<file path="src/rtl/prio_enc_core.sv">
// Combinational highest-set-bit encoder: a -> index y, any-set flag, one-hot winner.
// Scales to any power-of-two N by scanning upward so the highest set bit wins.
module prio_enc_core #(
  parameter  int N = 4,
  localparam int W = $clog2(N)
) (
  input  logic [N-1:0] a,
  output logic [W-1:0] y,
  output logic         valid,
  output logic [N-1:0] onehot
);

  always_comb begin
    // NOTE: every output gets a default before the loop so no path leaves it unassigned (no latch).
    y     = '0;
    valid = 1'b0;
    for (int i = 0; i < N; i++) begin
      if (a[i]) begin
        y     = W'(i);
        valid = 1'b1;
      end
    end
    onehot = valid ? (N'(1) << y) : '0;
  end

endmodule

</file>
<file path="src/rtl/priority_encoder.sv">
// Priority encoder top: combinational encode plus a one-cycle registered copy
// of every output, cleared by a synchronous active-high reset.
module priority_encoder #(
  parameter  int N = 4,
  localparam int W = $clog2(N)
) (
  input  logic         clk,
  input  logic         reset,
  input  logic [N-1:0] a,
  output logic [W-1:0] y,
  output logic         valid,
  output logic [N-1:0] onehot,
  output logic [W-1:0] y_q,
  output logic         valid_q,
  output logic [N-1:0] onehot_q
);

  prio_enc_core #(.N(N)) u_core (
    .a      (a),
    .y      (y),
    .valid  (valid),
    .onehot (onehot)
  );

  always_ff @(posedge clk) begin
    // NOTE: non-blocking assignments so every register samples pre-edge values.
    if (reset) begin
      y_q      <= '0;
      valid_q  <= 1'b0;
      onehot_q <= '0;
    end else begin
      y_q      <= y;
      valid_q  <= valid;
      onehot_q <= onehot;
    end
  end

endmodule

</file>
<file path="config.mk">
export PLATFORM = sky130hd
export DESIGN_NAME = priority_encoder
export DESIGN_NICKNAME = d
export VERILOG_FILES = /design/src/rtl/prio_enc_core.sv /design/src/rtl/priority_encoder.sv
export SDC_FILE = /design/constraint.sdc
export NUM_CORES = 1
export LEC_CHECK = 0
export BUFFER_PORTS_ARGS = -buffer_cell sky130_fd_sc_hd__buf_2
export CAP_MARGIN = 20
export CORE_AREA = 2 2 39 41
export DETAILED_ROUTE_END_ITERATION = 12
export DIE_AREA = 0 0 41 43
export HOLD_SLACK_MARGIN = 0.12
export PLACE_DENSITY = 0.46
export SLEW_MARGIN = 20
export SYNTH_ARGS = -nofsm -noshare
export SYNTH_HDL_FRONTEND = slang
export SYNTH_SLANG_ARGS = --single-unit
</file>
<file path="constraint.sdc">
create_clock -name clk -period 0.85 [get_ports clk]
set_input_delay 0.17 -clock clk [delete_from_list [all_inputs] [get_ports clk]]
set_output_delay 0.17 -clock clk [all_outputs]
set_load 0.005 [all_outputs]
</file>
==> flow_metrics.env <==
export IMPL_worst_slack_ns=-0.247
export IMPL_nNetsFinal=60
export IMPL_fp_dieW_um=41
export IMPL_synth_xor_area_frac=0
export IMPL_relSlewSlack=0.868
export IMPL_syn_inst=24
export IMPL_cp_buffers_inverters=2
export IMPL_clkSinkCount=7
export IMPL_cp_slowest_stage_delay_ns=0.53
export IMPL_synth_adder_area_share=0
export IMPL_cp_arrival_ns=0.93
export IMPL_grt_start_max_net_pins=8
export IMPL_drive_gt1_frac=0.679
export IMPL_regArea_um2=140
export IMPL_multi_input_area_um2=126
export IMPL_post_dp_hpwl_um=461
export IMPL_layoutNonFillerInstCount=69
export IMPL_h_tree_depth=1
export IMPL_power_density_mw_per_mm2=1550
export IMPL_rsz0062_at_grt="yes"
export IMPL_synth_cell_types=13
export IMPL_gp_congestion=0.687
export IMPL_finalMaxSlewViolations=0
export IMPL_cts_root_buffer="clkbuf_4"
export IMPL_leakagePower_nw=0.270
export IMPL_peakVddDrop_mv=0.474
export IMPL_tightest_slew_ns=0.197
export IMPL_seq_area_frac_synth=0.566
export IMPL_dieArea_mm2=0.00176
export IMPL_path_delay_family="simple AND/OR/NAND/NOR gates"
export IMPL_cts_max_path_buffers=2
export IMPL_cts_buffers_inserted=3
export IMPL_setup_violations=6
export IMPL_grt_pass1_vias=227
export IMPL_placed_area_um2=390
export IMPL_design_area_um2=517
export IMPL_grt_use_total=0.0864
export IMPL_nFillCells=148
export IMPL_clkTransAtPathRegs_ns=0.05
export IMPL_ant_nets=0
export IMPL_drc_errors=0
export IMPL_grt_pass1_wl_um=938
export IMPL_hold_viol_final=0
export IMPL_start_kind="input port"
export IMPL_syn_area_um2=248
export IMPL_placed_cells=63
export IMPL_endpoint_kind="output pin"
export IMPL_cp_depth=3
export IMPL_drtIter0Drc=2
export IMPL_min_period_ns=1.10
export IMPL_critPathRequiredTime_ns=0.68
export IMPL_portBuffers=19
export IMPL_crit_fanout=2
export IMPL_n_antenna_cell=0
export IMPL_crit_start="a[2]"
export IMPL_vias=280
export IMPL_ios=20
export IMPL_crit_type="input port to output pin"
export IMPL_crit_end="valid"
export IMPL_post_route_period_util=1.29
export IMPL_routed_wl_um=650
export IMPL_yosys_area_share_simple=0.323
export IMPL_syn_num_nets=30
export IMPL_wl_per_cell_um=9.42
export IMPL_path_cells="buf_8, or4_4, buf_6"
export IMPL_vias_per_cell=4.06
export IMPL_status="finished, violations left"
export IMPL_violations="setup timing"
export IMPL_muxShareOfSynthArea=0
export IMPL_synth_compound_area_frac=0.0404
export IMPL_crit_slowest_cell="or4_4"
export IMPL_hold_path_class="input port to flip-flop"
export IMPL_core_area_mm2=0.00138
export IMPL_cap_violations=0
export IMPL_rows=14
export IMPL_fmax_ghz=0.912
export IMPL_syn2layout_area_growth_pct=109
export IMPL_yosys_warnings=0
export IMPL_holdWs_ns=0.179
export IMPL_syn_area_per_cell_um2=10.3
export IMPL_grt_antenna_before_repair=0
export IMPL_overflow=0
export IMPL_cts_tree="built"
export IMPL_synth_seq_cells=7
export IMPL_synth_top_family_by_area="simple AND/OR/NAND/NOR gates"
export IMPL_drt_pass1_iter_count=2
export IMPL_start_util=0.179
export IMPL_die_h_um=43
## report_power, final
group          total (W)  internal [W]  leakage [nW]  switching, W
Sequential      0.000347      0.000344        0.0580    0.00000288
Combinational   0.000154     0.0000925         0.197     0.0000611
Clock           0.000302      0.000179        0.0150      0.000123
Total           0.000803      0.000616         0.270      0.000187
## cell usage after synthesis
cell type      instances  share of area
a21oi_1                2          0.040
dfxtp_1                7           0.57
dlygate4sd3_1          1          0.040
inv_1                  2          0.030
nand2_1                2          0.030
nand2b_1               1          0.025
nor2_1                 2          0.030
nor2b_1                2          0.050
nor2b_4                1          0.056
nor3_1                 1          0.020
nor3b_1                1          0.030
nor4b_1                1          0.035
or4_4                  1          0.045
## worst min-delay path by stage
stage                     start           to  slack [ns]  cells past startpoint
final                     reset      valid_q        0.18                      2
after floorplan           reset      valid_q        0.23                      1
after global routing      reset      valid_q        0.18                      2
after detailed placement  reset      valid_q        0.45                      2
after CTS                  a[3]  onehot_q[2]        0.17                      3
after global placement    reset      valid_q        0.45                      2
## state kept, by name, indices dropped and copies added (netlist names)
name / cells
onehot_q: 4
valid_q: 1
y_q: 2
## cells by family (layout without fill, tap and decap cells)
logic type | after synthesis | after routing
compound gates | 2 | 2
flops | 7 | 7
buf+inv | 3 | 32
simple gates | 12 | 12
## placed cells by master (no fill, tap or decap)
cell type	count
buf_2	14
dfxtp_1	7
buf_6	5
buf_4	5
clkbuf_4	3
nor2_1	2
nor2b_1	2
a21oi_1	2
buf_8	2
inv_4	1
inv_1	1
nand2_1	1
or4_4	1
nand2b_4	1
nand2_2	1
nor3b_4	1
nor4b_4	1
nor3_1	1
nor2b_4	1
clkbuf_1	1
## per-layer routing
metal | global-route usage | up-vias | routed length, µm
li1 | - | 136 | -
met1 | 0.0935 | 124 | 247
met2 | 0.100 | 16 | 319
met3 | 0.0366 | 4 | 59
met4 | 0.120 | 0 | 24
met5 | 0 | - | 0
## cell type report
class,instances,area share
flip-flops and latches,7,0.271
clock buffers,4,0.0508
inverters,2,0.0194
well taps,16,0.0387
multi-input cells,14,0.245
repair buffers,26,0.375
## metrics by stage
stage,TNS [ns],power (W),util,setup WS (ns)
3_3_place_gp,-0.994,0.000457,0.282,-0.273
5_1_grt,-0.957,0.000850,0.373,-0.259
2_1_floorplan,-0.0980,0.000391,-,-0.0872
6_report,-0.747,0.000803,0.373,-0.247
3_5_place_dp,-0.977,0.000458,0.282,-0.277
4_1_cts,-0.341,0.000791,0.341,-0.250
## what timing repair did
item,4_1_cts,5_1_grt
endpoints found under the setup margin,6,13
pin swaps,3,2
buffers inserted,0,2
resized for setup,11,7
endpoints found under the hold margin,0,0
hold buffers,0,0
No activity file was read; power rests on OpenSTA's default activity.
